[src/rtl/sseg_mux_driver.sv]
// rtl/sseg_mux_driver.sv - double-buffered multiplexed 7-segment output stage (optional macro: SSEG_GHOST_BLANK_EN)
//
// Frames arrive over a valid/ready handshake. In IDLE the first frame loads straight into
// the active buffer. Once running, a new frame parks in the pending buffer and is promoted
// only at a frame boundary, so a refresh sweep never mixes two frames.
// With SSEG_GHOST_BLANK_EN defined, the anodes are held off for the first two cycles of
// every digit slot to hide segment ghosting (REFRESH_DIV must then be at least 4).

module sseg_mux_driver #(
    parameter int NUM_DIGITS  = 8,
    parameter int REFRESH_DIV = 100000
) (
    input  logic                    clk,
    input  logic                    reset,
    input  logic [4*NUM_DIGITS-1:0] frame_data,
    input  logic [NUM_DIGITS-1:0]   frame_blank,
    input  logic [NUM_DIGITS-1:0]   frame_dp,
    input  logic                    frame_valid,
    output logic                    frame_ready,
    output logic                    frame_done,
    output logic [NUM_DIGITS-1:0]   an,
    output logic [7:0]              sseg
);

    localparam int PW = (REFRESH_DIV > 1) ? $clog2(REFRESH_DIV) : 1;
    localparam int IW = (NUM_DIGITS > 1) ? $clog2(NUM_DIGITS) : 1;
    localparam logic [PW-1:0] PRE_LAST = PW'(REFRESH_DIV - 1);
    localparam logic [IW-1:0] IDX_LAST = IW'(NUM_DIGITS - 1);

    typedef enum logic {
        IDLE = 1'b0,
        RUN  = 1'b1
    } state_t;

    state_t                  state;
    state_t                  state_nxt;

    logic                    pending_full;
    logic                    pending_full_nxt;
    logic [4*NUM_DIGITS-1:0] pend_data;
    logic [4*NUM_DIGITS-1:0] pend_data_nxt;
    logic [NUM_DIGITS-1:0]   pend_blank;
    logic [NUM_DIGITS-1:0]   pend_blank_nxt;
    logic [NUM_DIGITS-1:0]   pend_dp;
    logic [NUM_DIGITS-1:0]   pend_dp_nxt;

    logic [4*NUM_DIGITS-1:0] act_data;
    logic [4*NUM_DIGITS-1:0] act_data_nxt;
    logic [NUM_DIGITS-1:0]   act_blank;
    logic [NUM_DIGITS-1:0]   act_blank_nxt;
    logic [NUM_DIGITS-1:0]   act_dp;
    logic [NUM_DIGITS-1:0]   act_dp_nxt;

    logic [PW-1:0]           prescaler;
    logic [PW-1:0]           prescaler_nxt;
    logic [IW-1:0]           idx;
    logic [IW-1:0]           idx_nxt;

    logic [NUM_DIGITS-1:0]   an_nxt;
    logic [7:0]              sseg_nxt;
    logic [3:0]              cur_nib;
    logic                    cur_blank;
    logic                    cur_dp;

    logic                    accept;
    logic                    tick;
    logic                    boundary;

    // Ready depends only on the pending flag register, never on frame_valid.
    assign frame_ready = !pending_full;
    assign accept      = frame_valid && frame_ready;
    assign tick        = (state == RUN) && (prescaler == PRE_LAST);
    assign boundary    = tick && (idx == IDX_LAST);
    assign frame_done  = boundary && !reset;

    // Hex nibble to active-low gfedcba pattern.
    function automatic logic [6:0] seg_decode(input logic [3:0] nib);
        logic [6:0] pat;
        case (nib)
            4'h0:    pat = 7'b1000000;
            4'h1:    pat = 7'b1111001;
            4'h2:    pat = 7'b0100100;
            4'h3:    pat = 7'b0110000;
            4'h4:    pat = 7'b0011001;
            4'h5:    pat = 7'b0010010;
            4'h6:    pat = 7'b0000010;
            4'h7:    pat = 7'b1111000;
            4'h8:    pat = 7'b0000000;
            4'h9:    pat = 7'b0010000;
            4'hA:    pat = 7'b0001000;
            4'hB:    pat = 7'b0000011;
            4'hC:    pat = 7'b1000110;
            4'hD:    pat = 7'b0100001;
            4'hE:    pat = 7'b0000110;
            default: pat = 7'b0001110;
        endcase
        return pat;
    endfunction

    // State register.
    always_ff @(posedge clk) begin
        if (reset) begin
            state <= IDLE;
        end else begin
            state <= state_nxt;
        end
    end

    // Next-state logic: the first accepted frame starts the refresh; only reset returns to IDLE.
    always_comb begin
        state_nxt = state;
        if ((state == IDLE) && accept) begin
            state_nxt = RUN;
        end
    end

    // Buffer and counter updates: IDLE loads active directly, RUN parks frames in pending
    // and promotes pending only at the frame boundary.
    always_comb begin
        pending_full_nxt = pending_full;
        pend_data_nxt    = pend_data;
        pend_blank_nxt   = pend_blank;
        pend_dp_nxt      = pend_dp;
        act_data_nxt     = act_data;
        act_blank_nxt    = act_blank;
        act_dp_nxt       = act_dp;
        prescaler_nxt    = prescaler;
        idx_nxt          = idx;
        case (state)
            IDLE: begin
                if (accept) begin
                    act_data_nxt  = frame_data;
                    act_blank_nxt = frame_blank;
                    act_dp_nxt    = frame_dp;
                    prescaler_nxt = '0;
                    idx_nxt       = '0;
                end
            end
            RUN: begin
                prescaler_nxt = tick ? '0 : prescaler + 1'b1;
                if (tick) begin
                    idx_nxt = (idx == IDX_LAST) ? '0 : idx + 1'b1;
                end
                if (boundary && pending_full) begin
                    act_data_nxt     = pend_data;
                    act_blank_nxt    = pend_blank;
                    act_dp_nxt       = pend_dp;
                    pending_full_nxt = 1'b0;
                end
                // A boundary accept can only happen with pending empty, so it never
                // collides with the promotion above; the new frame waits a full sweep.
                if (accept) begin
                    pend_data_nxt    = frame_data;
                    pend_blank_nxt   = frame_blank;
                    pend_dp_nxt      = frame_dp;
                    pending_full_nxt = 1'b1;
                end
            end
            default: begin
            end
        endcase
    end

    // Output decode from the post-update digit index and active buffer.
    always_comb begin
        cur_nib   = 4'h0;
        cur_blank = 1'b1;
        cur_dp    = 1'b0;
        for (int k = 0; k < NUM_DIGITS; k++) begin
            if (idx_nxt == IW'(k)) begin
                cur_nib   = act_data_nxt[4*k +: 4];
                cur_blank = act_blank_nxt[k];
                cur_dp    = act_dp_nxt[k];
            end
        end
        an_nxt   = '1;
        sseg_nxt = 8'hFF;
        if ((state_nxt == RUN) && !cur_blank) begin
            for (int k = 0; k < NUM_DIGITS; k++) begin
                if (idx_nxt == IW'(k)) begin
                    an_nxt[k] = 1'b0;
                end
            end
            sseg_nxt = {!cur_dp, seg_decode(cur_nib)};
        end
`ifdef SSEG_GHOST_BLANK_EN
        if ((state_nxt == RUN) && (prescaler_nxt < PW'(2))) begin
            an_nxt = '1;
        end
`endif
    end

    // Handshake buffers; reset discards both frames.
    always_ff @(posedge clk) begin
        if (reset) begin
            pending_full <= 1'b0;
            pend_data    <= '0;
            pend_blank   <= '0;
            pend_dp      <= '0;
            act_data     <= '0;
            act_blank    <= '0;
            act_dp       <= '0;
        end else begin
            pending_full <= pending_full_nxt;
            pend_data    <= pend_data_nxt;
            pend_blank   <= pend_blank_nxt;
            pend_dp      <= pend_dp_nxt;
            act_data     <= act_data_nxt;
            act_blank    <= act_blank_nxt;
            act_dp       <= act_dp_nxt;
        end
    end

    // Slot prescaler and digit index.
    always_ff @(posedge clk) begin
        if (reset) begin
            prescaler <= '0;
            idx       <= '0;
        end else begin
            prescaler <= prescaler_nxt;
            idx       <= idx_nxt;
        end
    end

    // Registered anode and segment drive; dark while in reset or IDLE.
    always_ff @(posedge clk) begin
        if (reset) begin
            an   <= '1;
            sseg <= 8'hFF;
        end else begin
            an   <= an_nxt;
            sseg <= sseg_nxt;
        end
    end

endmodule

[config.mk]
export PLATFORM = sky130hd
export DESIGN_NAME = sseg_mux_driver
export DESIGN_NICKNAME = d
export VERILOG_FILES = /design/src/rtl/sseg_mux_driver.sv
export SDC_FILE = /design/constraint.sdc
export NUM_CORES = 1
export LEC_CHECK = 0
export ABC_AREA = 1
export BUFFER_PORTS_ARGS = -buffer_cell sky130_fd_sc_hd__buf_4
export CAP_MARGIN = 10
export CORE_MARGIN = 4
export CORE_UTILIZATION = 60
export CTS_CLUSTER_DIAMETER = 30
export DETAILED_ROUTE_END_ITERATION = 10
export GPL_ROUTABILITY_DRIVEN = 0
export GPL_TIMING_DRIVEN = 0
export PLACE_DENSITY = 0.84
export SLEW_MARGIN = 20
export SYNTH_ARGS = -nofsm -noshare
export SYNTH_HDL_FRONTEND = slang
export SYNTH_SLANG_ARGS = --single-unit
[constraint.sdc]
create_clock -name clk -period 6.7 [get_ports clk]
set_input_delay 0.67 -clock clk [delete_from_list [all_inputs] [get_ports clk]]
set_output_delay 0.67 -clock clk [all_outputs]
set_load 0.01 [all_outputs]
==> flow_results.xml <==
<?xml version="1.0" encoding="UTF-8"?>
<metrics>
  <group name="run_status">
    <metric name="outcome" unit="">finished clean</metric>
  </group>
  <group name="power_and_ir_drop">
    <metric name="cell_internal_pwr" unit="W">0.00152</metric>
    <metric name="power_per_cell_area" unit="nW/um2">253</metric>
    <metric name="cellLeakagePower" unit="nW">3.44</metric>
    <metric name="peak_ir_drop_on_the_vdd_network" unit="V">0.000213</metric>
    <metric name="switching_share" unit="">0.277</metric>
    <metric name="seq_power_share" unit="">0.416</metric>
    <metric name="power_frac_comb" unit="">0.169</metric>
    <metric name="clockPowerShare" unit="">0.415</metric>
    <metric name="netSwitchingPower" unit="W">0.000584</metric>
  </group>
  <group name="place">
    <metric name="detailed_placement_wirelength_estimate" unit="mm">14.7</metric>
    <metric name="placed_area" unit="um2">7790</metric>
    <metric name="port_buffers" unit="">68</metric>
  </group>
  <group name="die">
    <metric name="floorplan.core_area" unit="um2">11500</metric>
    <metric name="die_x" unit="um">117</metric>
    <metric name="pin_count" unit="">69</metric>
    <metric name="initial_utilization" unit="">0.616</metric>
    <metric name="die_area" unit="um2">13600</metric>
    <metric name="fp-row-count" unit="">39</metric>
    <metric name="chipHeight" unit="um">117</metric>
  </group>
  <group name="cts">
    <metric name="cts.sink_count" unit="">134</metric>
    <metric name="clk_latency_worst_skew_pair" unit="ns">0.42</metric>
    <metric name="cts_max_level" unit="">4</metric>
    <metric name="postCtsSetupBuffers" unit="">0</metric>
    <metric name="ctsLongestPathBuffers" unit="">2</metric>
    <metric name="holdBufCountCts" unit="">0</metric>
    <metric name="clock-root-buffer" unit="">clkbuf_16</metric>
    <metric name="tritoncts" unit="">built</metric>
    <metric name="worst_setup_hold_path_clk_slew" unit="ns">0.05</metric>
    <metric name="total_clock_buffers_created_by_cts" unit="">17</metric>
    <metric name="cts_resized" unit="">0</metric>
  </group>
  <group name="timing">
    <metric name="timing.final.hold_violations" unit="">0</metric>
    <metric name="grt_setup_unrepaired" unit="">false</metric>
    <metric name="timing.final.crit_period" unit="ns">3.48</metric>
    <metric name="timing.clock.skew" unit="ns">0.00807</metric>
    <metric name="drv_slew" unit="">0</metric>
    <metric name="timing.hold.ws" unit="ns">0.455</metric>
    <metric name="total_neg_setup_slack" unit="ns">0</metric>
    <metric name="max_slew.worst_pin.slew" unit="ns">0.762</metric>
    <metric name="setup-violations-final" unit="">0</metric>
    <metric name="period_share" unit="">0.520</metric>
    <metric name="slew_headroom" unit="">0.492</metric>
    <metric name="fmaxAchievable" unit="GHz">0.287</metric>
  </group>
  <group name="critical_path">
    <metric name="critical_path_source" unit="">prescaler[1]$_SDFFE_PP0P_</metric>
    <metric name="critPathArrivalTime" unit="ns">3.79</metric>
    <metric name="rrSetupSlack" unit="ns">3.22</metric>
    <metric name="cp_max_fo" unit="">10</metric>
    <metric name="worst_setup_ep_type" unit="">flip-flop</metric>
    <metric name="ff2ff_path_depth" unit="">20</metric>
    <metric name="worst_ep_required_time" unit="ns">7.00</metric>
    <metric name="worstReg2RegStart" unit="">prescaler[1]$_SDFFE_PP0P_</metric>
    <metric name="cp_cell_instances" unit="">ha_1 &gt; nand3_1 &gt; nor2_2 &gt; nand3_2 &gt; nor2_2 &gt; nand3_2 &gt; buf_6 &gt; a21oi_1 &gt; o21ai_1 &gt; nand2_1 &gt; nor2_1 &gt; nor2_1 &gt; nand4_1 &gt; nor2_2 &gt; inv_1 &gt; ha_1 &gt; nand3_1 &gt; nand2_1 &gt; nand2_1 &gt; nand3_1</metric>
    <metric name="criticalPathCategory" unit="">flip-flop to flip-flop</metric>
    <metric name="worstSetupStartpointType" unit="">flip-flop</metric>
    <metric name="critical_path.reg2reg.endpoint" unit="">sseg[6]$_SDFF_PP1_</metric>
    <metric name="critical_path_capture_point" unit="">sseg[6]$_SDFF_PP1_</metric>
    <metric name="timing.critical_path.slowest_stage_cell" unit="">dfxtp_1</metric>
    <metric name="max_stage_delay" unit="ns">0.35</metric>
  </group>
  <group name="logic_synthesis">
    <metric name="synth_top_flop_cell" unit="">dfxtp_1</metric>
    <metric name="synthesis.area" unit="um2">7100</metric>
    <metric name="yosys.cell_count.top_type" unit="">nand2_1</metric>
    <metric name="synth_seq_area_share" unit="">0.378</metric>
    <metric name="post_synth_inst_count" unit="">1006</metric>
    <metric name="yosys.area.top_type" unit="">dfxtp_1</metric>
    <metric name="netlist_top_cells_area" unit="">dfxtp_1 38%, nand2_1 11%, inv_1 6.0%, nor2_1 6.0%, a21oi_1 4.8%</metric>
    <metric name="synth_nets" unit="">1066</metric>
    <metric name="syn_avg_cell_area" unit="um2">7.06</metric>
    <metric name="post_synth_edffs" unit="">0</metric>
    <metric name="synth_top_cell_area_share" unit="">0.378</metric>
    <metric name="synth_warnings" unit="">0</metric>
    <metric name="yosys-top-cells-count" unit="">217 x nand2_1, 134 x dfxtp_1, 114 x inv_1, 113 x nor2_1, 68 x a21oi_1</metric>
    <metric name="async_s_r_ff_share_synth" unit="">0</metric>
    <metric name="yosys_register_bits" unit="">134</metric>
    <metric name="post_synth_num_cell_types" unit="">44</metric>
  </group>
  <group name="route">
    <metric name="ant_nets" unit="">0</metric>
    <metric name="wl_per_cell" unit="um">17.2</metric>
    <metric name="routed_wl" unit="mm">21.4</metric>
    <metric name="drt_pass_1_iters" unit="">7</metric>
    <metric name="detail_route.iter0.violations" unit="">954</metric>
    <metric name="drt-vias-per-instance" unit="">5.89</metric>
    <metric name="route.detailed.drc" unit="">0</metric>
    <metric name="via_count" unit="">7348</metric>
  </group>
  <group name="global_route">
    <metric name="first_global_vias" unit="">6728</metric>
    <metric name="gr-usage-all-layers" unit="">0.319</metric>
    <metric name="grt_max_degree" unit="">17</metric>
    <metric name="number_of_antenna_violations_at_the_first_check_in_global_routing" unit="">0</metric>
    <metric name="grt_overflow" unit="">0</metric>
    <metric name="global_route_wire_length_before_repair" unit="mm">33.6</metric>
  </group>
  <group name="layout">
    <metric name="post_route_cells_drive_above_1_share" unit="">0.159</metric>
    <metric name="diodes" unit="">0</metric>
    <metric name="design.final.nets" unit="">1153</metric>
    <metric name="stdcell_area" unit="um2">8330</metric>
    <metric name="syn_to_final_growth" unit="%">17.4</metric>
    <metric name="layout.core_utilization" unit="">0.724</metric>
  </group>
  <group name="run">
    <metric name="timing.max_cap.violations" unit="">0</metric>
  </group>
  <group name="worst_hold_path">
    <metric name="min_path_type" unit="">flip-flop to flip-flop</metric>
  </group>
</metrics>
==> worst min-delay path by stage <==
stage,startpoint,to,slack (ns),depth (start not counted)
after floorplan,pend_blank[0]$_SDFFE_PP0P_,pend_blank[0]$_SDFFE_PP0P_,0.42,2
after global placement,pend_data[0]$_SDFFE_PP0P_,pend_data[0]$_SDFFE_PP0P_,0.44,2
after detailed placement,pend_blank[3]$_SDFFE_PP0P_,pend_blank[3]$_SDFFE_PP0P_,0.44,2
after CTS,pend_blank[3]$_SDFFE_PP0P_,pend_blank[3]$_SDFFE_PP0P_,0.45,2
after global routing,pend_data[0]$_SDFFE_PP0P_,pend_data[0]$_SDFFE_PP0P_,0.47,2
final,pend_data[0]$_SDFFE_PP0P_,pend_data[0]$_SDFFE_PP0P_,0.46,2
==> stage by stage <==
| step | setup slack [ns] | total power, W | std cells |
|---|---|---|---|
| floorplan | 4.00 | 0.00112 | 1006 |
| global placement | 3.21 | 0.00123 | 1217 |
| detailed placement | 3.25 | 0.00123 | 1217 |
| CTS | 3.29 | 0.00209 | 1247 |
| global route | 2.87 | 0.00218 | 1247 |
| finish | 3.22 | 0.00211 | 1247 |
==> power groups by stage <==
| stage | registers (W) | logic (W) | clock network, W |
|---|---|---|---|
| after floorplan | 0.000890 | 0.000231 | 0 |
| after global placement | 0.000890 | 0.000338 | 0 |
| after detailed placement | 0.000892 | 0.000343 | 0 |
| after CTS | 0.000875 | 0.000347 | 0.000873 |
| after global routing | 0.000881 | 0.000391 | 0.000907 |
| final | 0.000876 | 0.000356 | 0.000873 |
==> worst max-delay path, delay by kind of cell (launching register included) <==
family | cells | cell delay [ns]
buffers and inverters | 2 | 0.37
flip-flops | 1 | 0.35
AO/OA/AOI/OAI | 2 | 0.19
adder cells (fa/ha/maj) | 2 | 0.42
AND/OR/NAND/NOR | 14 | 2.03
==> layout by cell type (no fill, tap or decap), types with 19 or more instances in the layout <==
| cell | n |
|---|---|
| nand2_1 | 217 |
| dfxtp_1 | 134 |
| nand3_1 | 62 |
| buf_4 | 73 |
| o2bb2ai_1 | 19 |
| nor2_1 | 113 |
| a221oi_1 | 32 |
| a21oi_1 | 68 |
| inv_1 | 114 |
| o211ai_1 | 25 |
| clkbuf_1 | 36 |
| o21ai_0 | 33 |
==> area by class of cell <==
type                    count  area, um2
clock inverters             4       45.0
fillers                   954       3180
well taps                 143        179
inverters                 126        482
plain buffers              58        298
multi-input cells         688       3640
repair buffers             68        510
flip-flops and latches    134       2680
clock buffers              26        499
==> metal layers <==
metal / track usage / share of wire
met2: 0.492 / 0.45
met3: 0.0869 / 0.12
met5: 0 / 0
met1: 0.425 / 0.40
met4: 0.131 / 0.029
==> flip-flops by register name, summed over array words and instances, names as in the netlist <==
| signal | count |
|---|---|
| act_blank | 8 |
| idx | 3 |
| act_dp | 8 |
| state | 1 |
| sseg | 8 |
| act_data | 32 |
| pend_dp | 8 |
| prescaler | 17 |
| pend_blank | 8 |
| an | 8 |
| pend_data | 32 |
| pending_full | 1 |
==> cell families (layout without fill, tap and decap cells) <==
kind of cell	count (synthesis)	after routing	synth area share
and+or+nand+nor	469	469	0.305
AOI/OAI and AO/OA	207	207	0.187
buffers and inverters	184	282	0.110
DFF	134	134	0.378
adders and majority gates	9	9	0.0159
xor gates and xnor gates	3	3	0.00370
Note: power is estimated with default switching activity, not from simulation.
